<file path="src/rtl/pipe_stage_elastic_pkg.sv">
// ---------------------------------------------------------------------------
// pipe_stage_elastic_pkg
//
// Shared definitions for the elastic pipeline register chain.
//   - stage_state_e : per-stage occupancy state. The encoding is chosen so
//                     that the state value equals the number of words held
//                     (EMPTY=0, ONE=1, TWO=2), which lets the state register
//                     double as the stage's word count.
//   - occ_width()   : width of the chain-level occupancy counter, sized to
//                     hold 0..2*depth.
// ---------------------------------------------------------------------------
package pipe_stage_elastic_pkg;

  typedef enum logic [1:0] {
    ST_EMPTY = 2'd0,
    ST_ONE   = 2'd1,
    ST_TWO   = 2'd2
  } stage_state_e;

  // Each stage holds at most two words, so the chain holds at most 2*depth.
  function automatic int occ_width(input int depth);
    return $clog2(2 * depth + 1);
  endfunction

endpackage

</file>
<file path="src/rtl/pipe_skid_stage.sv">
// ---------------------------------------------------------------------------
// pipe_skid_stage
//
// One elastic pipeline stage built as a two-entry skid buffer. The upstream
// ready is a flop, so there is no combinational path from out_ready back to
// in_ready and no path from in_valid forward to out_valid. With out_ready
// held high the stage passes one word per cycle and never uses its skid
// register.
//
// Handshake: a word moves across a port on a rising edge where valid and
// ready are both high. valid never waits on ready; once valid is high the
// word and valid stay put until the transfer happens (or flush/clr).
//
// Ports
//   clk        rising-edge clock
//   clr        synchronous active-high reset: EMPTY, data regs <= RESET_VAL
//   flush      synchronous discard of held words (data regs keep values)
//   in_valid   upstream word present
//   in_ready   stage can accept a word (registered)
//   in_data    upstream payload
//   out_valid  stage holds a word (registered)
//   out_ready  downstream accepts
//   out_data   payload of the main register
//   count      words held (0..2); equal to the state encoding, and so also
//              serves as the FSM state view for debug
// ---------------------------------------------------------------------------
module pipe_skid_stage
  import pipe_stage_elastic_pkg::*;
#(
  parameter int               WIDTH     = 32,
  parameter logic [WIDTH-1:0] RESET_VAL = '0
) (
  input  logic             clk,
  input  logic             clr,
  input  logic             flush,
  input  logic             in_valid,
  output logic             in_ready,
  input  logic [WIDTH-1:0] in_data,
  output logic             out_valid,
  input  logic             out_ready,
  output logic [WIDTH-1:0] out_data,
  output logic [1:0]       count
);

  stage_state_e     state;
  logic [WIDTH-1:0] main_q;
  logic [WIDTH-1:0] skid_q;
  logic             valid_q;
  logic             ready_q;

  logic in_fire;
  logic out_fire;

  // Both fire terms use only the local flops plus the partner's handshake
  // input, so each transfer is decided by this stage alone.
  assign in_fire  = in_valid & ready_q;
  assign out_fire = valid_q & out_ready;

  // valid_q tracks (state != EMPTY) and ready_q tracks (state != TWO); they
  // are kept as their own flops so the handshake outputs come straight from
  // registers rather than from a decode of the state.
  always_ff @(posedge clk) begin
    if (clr) begin
      state   <= ST_EMPTY;
      main_q  <= RESET_VAL;
      skid_q  <= RESET_VAL;
      valid_q <= 1'b0;
      ready_q <= 1'b1;
    end else if (flush) begin
      // Drop everything held, including a word arriving this cycle. The
      // data registers are left alone; only the state forgets them.
      state   <= ST_EMPTY;
      valid_q <= 1'b0;
      ready_q <= 1'b1;
    end else begin
      case (state)
        ST_EMPTY: begin
          if (in_fire) begin
            main_q  <= in_data;
            state   <= ST_ONE;
            valid_q <= 1'b1;
            ready_q <= 1'b1;
          end
        end

        ST_ONE: begin
          if (in_fire && out_fire) begin
            // Pass-through: new word replaces the departing one.
            main_q <= in_data;
          end else if (in_fire) begin
            // Downstream stalled; park the new word behind the main word.
            skid_q  <= in_data;
            state   <= ST_TWO;
            ready_q <= 1'b0;
          end else if (out_fire) begin
            state   <= ST_EMPTY;
            valid_q <= 1'b0;
          end
        end

        ST_TWO: begin
          // ready_q is low here, so in_fire cannot occur.
          if (out_fire) begin
            main_q  <= skid_q;
            state   <= ST_ONE;
            ready_q <= 1'b1;
          end
        end

        default: begin
          state   <= ST_EMPTY;
          valid_q <= 1'b0;
          ready_q <= 1'b1;
        end
      endcase
    end
  end

  assign in_ready  = ready_q;
  assign out_valid = valid_q;
  assign out_data  = main_q;
  assign count     = state;

endmodule

</file>
<file path="src/rtl/pipe_stage_elastic.sv">
// ---------------------------------------------------------------------------
// pipe_stage_elastic
//
// Elastic pipeline register chain: DEPTH cascaded skid-buffer stages carrying
// a WIDTH-bit payload under valid/ready flow control. Nominal latency is
// DEPTH cycles; throughput is one word per cycle; while stalled the chain
// absorbs up to 2*DEPTH words before in_ready falls.
//
// Handshake: a word moves across a port on a rising edge where valid and
// ready are both high. valid never waits on ready; once valid is high the
// word and valid stay put until the transfer happens (or flush/clr).
//
// Ports
//   clk        rising-edge clock
//   clr        synchronous active-high reset (priority over flush/transfers)
//   flush      synchronous discard of all held words; a word delivered on
//              the flush cycle counts as delivered, an arriving one is lost
//   in_valid   upstream word present
//   in_ready   stage 0 can accept a word (registered)
//   in_data    upstream payload
//   out_valid  last stage holds a word
//   out_ready  downstream accepts
//   out_data   payload of the last stage's main register
//   occupancy  registered total of words held across all stages
// ---------------------------------------------------------------------------
module pipe_stage_elastic
  import pipe_stage_elastic_pkg::*;
#(
  parameter int               WIDTH     = 32,
  parameter int               DEPTH     = 1,
  parameter logic [WIDTH-1:0] RESET_VAL = '0,
  parameter int               OCC_W     = occ_width(DEPTH)
) (
  input  logic             clk,
  input  logic             clr,
  input  logic             flush,
  input  logic             in_valid,
  output logic             in_ready,
  input  logic [WIDTH-1:0] in_data,
  output logic             out_valid,
  input  logic             out_ready,
  output logic [WIDTH-1:0] out_data,
  output logic [OCC_W-1:0] occupancy
);

  // Link k joins the output port of stage k-1 to the input port of stage k;
  // link 0 is the chain input and link DEPTH is the chain output.
  logic             ch_valid [DEPTH+1];
  logic             ch_ready [DEPTH+1];
  logic [WIDTH-1:0] ch_data  [DEPTH+1];

  // Per-stage word count, equal to each stage's FSM state encoding.
  logic [1:0]       stage_count [DEPTH];

  logic [OCC_W-1:0] count_sum;
  logic [OCC_W-1:0] occ_q;
  logic             chain_in_fire;
  logic             chain_out_fire;

  assign ch_valid[0]     = in_valid;
  assign ch_data[0]      = in_data;
  assign in_ready        = ch_ready[0];

  assign out_valid       = ch_valid[DEPTH];
  assign out_data        = ch_data[DEPTH];
  assign ch_ready[DEPTH] = out_ready;

  for (genvar k = 0; k < DEPTH; k++) begin : g_stage
    pipe_skid_stage #(
      .WIDTH     (WIDTH),
      .RESET_VAL (RESET_VAL)
    ) u_stage (
      .clk       (clk),
      .clr       (clr),
      .flush     (flush),
      .in_valid  (ch_valid[k]),
      .in_ready  (ch_ready[k]),
      .in_data   (ch_data[k]),
      .out_valid (ch_valid[k+1]),
      .out_ready (ch_ready[k+1]),
      .out_data  (ch_data[k+1]),
      .count     (stage_count[k])
    );
  end

  // Words currently held, summed from the stage counts.
  always_comb begin
    count_sum = '0;
    for (int k = 0; k < DEPTH; k++) begin
      count_sum = count_sum + OCC_W'(stage_count[k]);
    end
  end

  assign chain_in_fire  = in_valid & ch_ready[0];
  assign chain_out_fire = ch_valid[DEPTH] & out_ready;

  // Internal stage-to-stage transfers conserve words, so the total after the
  // edge is the current sum plus the chain-boundary transfers. Registering
  // that keeps occupancy aligned with the stage counts on every cycle. The
  // sum cannot exceed 2*DEPTH: in_fire is impossible when stage 0 is full.
  always_ff @(posedge clk) begin
    if (clr || flush) begin
      occ_q <= '0;
    end else begin
      occ_q <= count_sum + OCC_W'(chain_in_fire) - OCC_W'(chain_out_fire);
    end
  end

  assign occupancy = occ_q;

endmodule

</file>
<file path="config.mk">
export PLATFORM = sky130hd
export DESIGN_NAME = pipe_stage_elastic
export DESIGN_NICKNAME = d
export VERILOG_FILES = /design/src/rtl/pipe_stage_elastic_pkg.sv /design/src/rtl/pipe_skid_stage.sv /design/src/rtl/pipe_stage_elastic.sv
export SDC_FILE = /design/constraint.sdc
export NUM_CORES = 1
export LEC_CHECK = 0
export CAP_MARGIN = 20
export CORE_UTILIZATION = 53
export CTS_CLUSTER_DIAMETER = 50
export DETAILED_ROUTE_END_ITERATION = 8
export HOLD_SLACK_MARGIN = 0.06
export PLACE_DENSITY = 0.84
export SLEW_MARGIN = 25
export SYNTH_ARGS = -nofsm -noshare
export SYNTH_HDL_FRONTEND = slang
export SYNTH_SLANG_ARGS = --single-unit
export TNS_END_PERCENT = 100
</file>
<file path="constraint.sdc">
create_clock -name clk -period 4.3 [get_ports clk]
set_input_delay 0.86 -clock clk [delete_from_list [all_inputs] [get_ports clk]]
set_output_delay 0.86 -clock clk [all_outputs]
set_load 0.03 [all_outputs]
</file>
Word-level counts from Yosys, hierarchy flattened
Cells that the tools add are included.

word-level totals
  register bits = 70
  bits in latches = 0
  bits in writable memories = 0
  bits in read-only memories = 0
  output and inout bits = 36
  logic and storage cells = 52
  memories = 0

cells by class
  add/sub/neg operators = 2
  $mul = 0
  divide/modulo/power cells = 0
  $lt $le $gt $ge = 0
  equal/unequal tests = 10
  shifts and indexed selects = 0
  mux-type cells = 19
  bitwise operators = 5
  reduce and logical (&&, ||, !) cells = 10

operators by type and width
  cell                                                                     count
  32-bit two-way mux                                                       3
  32-bit case mux with 3 select lines                                      1
  2-bit inequality test, second input constant                             6
  4-bit AND reduction                                                      3
  2-bit two-way mux                                                        5
  5-bit AND reduction                                                      2
  1-bit two-way mux                                                        7
  1-bit case mux with 3 select lines                                       2
  2-bit case mux with 3 select lines                                       1
  3-bit inequality test, second input constant                             1
  1-bit inverter                                                           3
  3-bit nonzero test                                                       1
  2-bit by 1-bit adder with 2-bit output                                   1
  1-bit AND                                                                2
  2-bit by 1-bit == test with 1-bit output, second input constant          1
  2-bit == test, second input constant                                     1
  2-bit zero test                                                          1
  2-bit by 1-bit inequality test with 1-bit output, second input constant  1
  2-bit OR reduction                                                       1
  2-bit by 1-bit subtractor with 2-bit output                              1
  1-bit logical AND                                                        1
  1-bit logical OR                                                         1

Depth between registers and ports, before layout
  word-level depth = 5
  depth in mapped cells = 7
  depth with buffers taken out = 5

Cells and area by module
Synthesis repeated with hierarchy kept, for this count alone.

second synthesis, totals
  cell total of the unflattened synthesis = 341
  area, all modules = 3,622.2 um^2

modules (own cells, without submodules)
  module              times used  cells each  area an instance (um^2)  sequential area each (um^2)
  pipe_skid_stage     1           331         3,503.4                  1,361.3
  pipe_stage_elastic  1           10          118.9                    40.0

Least setup slack after synthesis
No wires, ideal clock.

  kind = in2reg
  start point = input port out_ready
  end point = register g_stage[0].u_stage.main_q[0]
  library setup time = 87 ps
  arrival time = 1,869 ps
  path slack = 2,345 ps
  stages = 6
  cell sequence = and2_1 -> buf_2 -> nand2_1 -> clkbuf_1 -> o22ai_1 -> a221oi_2

between the ends
  longest elaborated chain between the ends = 4
  elaborated cells on any way between the ends = 5
  those cells by class = eq/ne: 2; bitwise: 1; reduce/logical: 2

ends and longest elaborated chain
  element                                                     RTL line                  RTL
  start, declared                                             pipe_stage_elastic.sv:41  input logic out_ready,
  1-bit AND (*)                                               pipe_skid_stage.sv:57     assign out_fire = valid_q & out_ready;
  1-bit logical AND                                           pipe_skid_stage.sv:87     if (in_fire && out_fire) begin
  2-bit by 1-bit inequality test with 1-bit output (no line)  --
  5-bit AND reduction (no line) (*)                           --
  end signal, assigned                                        pipe_skid_stage.sv:79     main_q <= in_data;
  end signal, assigned                                        pipe_skid_stage.sv:89     main_q <= in_data;
  end signal, assigned                                        pipe_skid_stage.sv:104    main_q <= skid_q;
  end, declared                                               pipe_skid_stage.sv:46     logic [WIDTH-1:0] main_q;

Every way passes the cells marked *; elsewhere a longest branch is shown, timed or not.
A chain may end at the register's enable or synchronous reset.

Worst setup path in the final report
  start point = register g_stage[0].u_stage.state[1]
  end point = register g_stage[0].u_stage.main_q[14]

between the ends
  longest elaborated chain between the ends = 3
  elaborated cells on any way between the ends = 9
  those cells by class = eq/ne: 5; mux: 1; reduce/logical: 3

ends and longest elaborated chain
  element                                                                                   RTL line               RTL
  start, declared                                                                           pipe_skid_stage.sv:45  stage_state_e state;
  start signal, assigned                                                                    pipe_skid_stage.sv:64  state <= ST_EMPTY;
  start signal, assigned                                                                    pipe_skid_stage.sv:72  state <= ST_EMPTY;
  start signal, assigned                                                                    pipe_skid_stage.sv:80  state <= ST_ONE;
  2-bit by 1-bit == test with 1-bit output, or another cell as far along                    pipe_skid_stage.sv:76  case (state)
  2-bit by 1-bit inequality test with 1-bit output (no line), or another cell as far along  --
  5-bit AND reduction (no line)                                                             --

Several ways; a longest one is shown, not always the timed one.

==> impl_metrics.py <==
metrics = {
    "run_status": {
        "status": "complete, no violations",
    },
    "power_and_ir_drop": {
        "leakage_nw": 1.35,
        "peakVddDrop_mv": 0.321,
        "power_density_nw_per_um2": 393,
    },
    "sta": {
        "rsz0062_at_grt": "false",
        "period_share": 0.659,
        "finalSetupViolations": 0,
        "timing.slew.headroom": 0.375,
        "tightest_slew_ps": 934,
        "fmax_ghz": 0.353,
        "finalMaxSlewViolations": 0,
        "fin_tns_setup_ps": 0,
        "fin_skew_ps": 9.07,
        "min_period_ps": 2840,
        "finalHoldViolCount": 0,
    },
    "route": {
        "drc": 0,
        "wl_met2_mm": 3.48,
        "vias_per_cell": 5.68,
        "ant_nets": 0,
        "top_layer": "met4",
        "drt_first_pass_iters": 4,
        "routed_wl_mm": 7.04,
        "met1_length_mm": 3.09,
        "via_count": 2630,
        "drt_iter0_drc": 164,
        "detail_route.wl_per_cell_um": 15.2,
        "wl_met3_um": 372,
    },
    "critical_path": {
        "crit_slowest_cell": "nor2b_2",
        "endpoint_kind": "flip-flop",
        "crit_buf_inv": 2,
        "arrival_ps": 3020,
        "worstPathCellList": "nor2b_2 -> inv_1 -> o21ai_4 -> buf_4 -> a221oi_1",
        "criticalPathCategory": "flip-flop to flip-flop",
        "crit_path_max_incr_delay_ps": 830,
        "worstSetupStartpointType": "flip-flop",
        "required_ps": 4490,
        "cp_top_family": "simple AND/OR/NAND/NOR gates",
        "worstPathMaxFanout": 22,
    },
    "clock_tree": {
        "h-tree-depth": 3,
        "cts_hold_buf": 0,
        "cts_tree": "done",
        "root_buffer": "clkbuf_8",
        "post_cts.repair.setup_buffers": 0,
        "numCtsBuffers": 9,
        "clock_path_buffers": 2,
        "insertion_delay_ps": 350,
        "cts.clk_slew.worst_paths_ps": 70,
        "clock-sinks": 70,
        "cts_resized": 0,
    },
    "logic_synthesis": {
        "syn_area_per_cell_um2": 9.06,
        "synth-seq-cells": 70,
        "synthAdderAreaFrac": 0.00421,
        "synth_xor_area_frac": 0.00590,
        "syn_nets": 366,
        "netlist-cell-type-count": 30,
        "synth_area_um2": 2970,
        "synthMuxAreaShare": 0.00337,
        "synth_top_family_by_area": "compound AO/OA/AOI/OAI gates",
        "ys_warn_count": 0,
        "synthSimpleGateAreaFrac": 0.123,
        "syn_inst": 328,
        "synth_compound_area_frac": 0.304,
        "ys_seq_area_frac": 0.472,
    },
    "finish": {
        "syn_to_final_growth_pct": 31.7,
        "fin_nets": 426,
        "diodes": 0,
        "fin_area_um2": 3910,
        "fin_util": 0.747,
        "drive_above_1_share": 0.140,
    },
    "grt": {
        "grt_max_degree": 36,
        "groute.usage.overall": 0.253,
        "grt_pass1_vias": 2465,
        "grt_pass1_wl_mm": 11.8,
        "antenna_found_initial": 0,
        "overflow": 0,
    },
    "floorplanning": {
        "die_h_um": 76.9,
        "die-area_um2": 5910,
        "fp.coreArea_um2": 5240,
        "chipWidth_um": 76.9,
        "initial_utilization": 0.567,
        "io_pins": 73,
        "fp-row-count": 26,
    },
    "job": {
        "cap_violations": 0,
    },
    "min_path": {
        "min_path_type": "flip-flop to flip-flop",
    },
    "place": {
        "gp_congestion": 0.865,
        "hpwl_mm": 4.16,
        "io_buffers": 72,
        "place_area_um2": 3700,
    },
}
[Yosys cell counts]
library cell	count	area, um2
ha_1	1	12.5
nor3_1	2	10.0
buf_1	2	7.51
nand3b_4	1	20.0
a21boi_1	1	7.51
a21boi_0	1	7.51
dfxtp_1	70	1400
and4_1	1	8.76
buf_2	11	55.1
nor4_1	1	6.26
nand3b_1	1	7.51
inv_1	34	128
a211oi_4	1	20.0
nand4_1	1	6.26
o21ai_0	2	10.0
xor2_1	1	8.76
nand2_1	69	259
nor2b_1	1	6.26
and2_1	2	12.5
mux2i_1	1	10.0
a221oi_2	29	435
o21ai_2	1	8.76
nor2_1	3	11.3
o22ai_1	33	206
buf_4	3	22.5
and3b_1	2	17.5
a221oi_1	3	26.3
xnor2_1	1	8.76
clkbuf_1	13	48.8
a21oi_1	36	180
[area by class of cell]
class | instances | area [um2]
multi-input combinational | 195 | 1320
sequential | 70 | 1400
clock buffer | 12 | 145
clock inverter | 4 | 70.1
fill | 383 | 1330
timing repair buffer | 78 | 761
tap | 70 | 87.6
inverter | 34 | 128
[state kept, by name (all words and copies together), names as in the netlist]
name	count
g_stage.u_stage.skid_q	32
occupancy	2
g_stage.u_stage.count	2
g_stage.u_stage.in_ready	1
g_stage.u_stage.out_data	32
g_stage.u_stage.out_valid	1
[tightest hold or removal path, delay by kind of cell (launching register included)]
kind | cells | cell delay (ps)
DFF | 1 | 310
and+or+nand+nor | 1 | 50
AOI/OAI and AO/OA | 1 | 50
[cell families after synthesis]
logic type | Yosys count
compound gates | 107
flops | 70
simple gates | 84
mux | 1
xor+xnor | 2
fa+ha+maj | 1
buf+inv | 63
[metrics by stage]
stage,hold WS (ps),std cells,setup slack [ps],power [mW]
2_1_floorplan,437,328,2340,0.860
6_report,455,463,1460,1.54
3_3_place_gp,442,447,1180,0.961
3_5_place_dp,447,447,1290,0.964
4_1_cts,456,463,1440,1.54
5_1_grt,471,463,1210,1.59
[layout by cell type (no fill, tap or decap), types with 3 or more instances in the layout]
cell and instances:
buf_4 6, o22ai_1 33, a221oi_2 29, inv_1 34, clkdlybuf4s50_1 71, nor2_1 3
dfxtp_1 70, clkbuf_8 10, nand2_1 68, a21oi_1 36, a221oi_1 3
[routing by layer]
layer	up-vias	global-route usage
met4	0	0.129
li1	1282	-
met5	-	0
met3	10	0.0548
met2	83	0.396
met1	1255	0.327
[worst paths after layout]
kind,from,slack [ps],cells after the start,to
worst max register to register,g_stage[0].u_stage.count[1],1460,5,g_stage[0].u_stage.out_data[14]
worst min register to register,g_stage[0].u_stage.skid_q[3],450,2,g_stage[0].u_stage.skid_q[3]
worst max-delay path,g_stage[0].u_stage.count[1],1460,5,g_stage[0].u_stage.out_data[14]
worst min-delay path,g_stage[0].u_stage.skid_q[3],450,2,g_stage[0].u_stage.skid_q[3]
[power breakdown]
part           internal (mW)  switching, mW
Clock                  0.341          0.246
Combinational          0.116          0.139
Sequential             0.678         0.0183
Note: power is estimated with default switching activity, not from simulation.
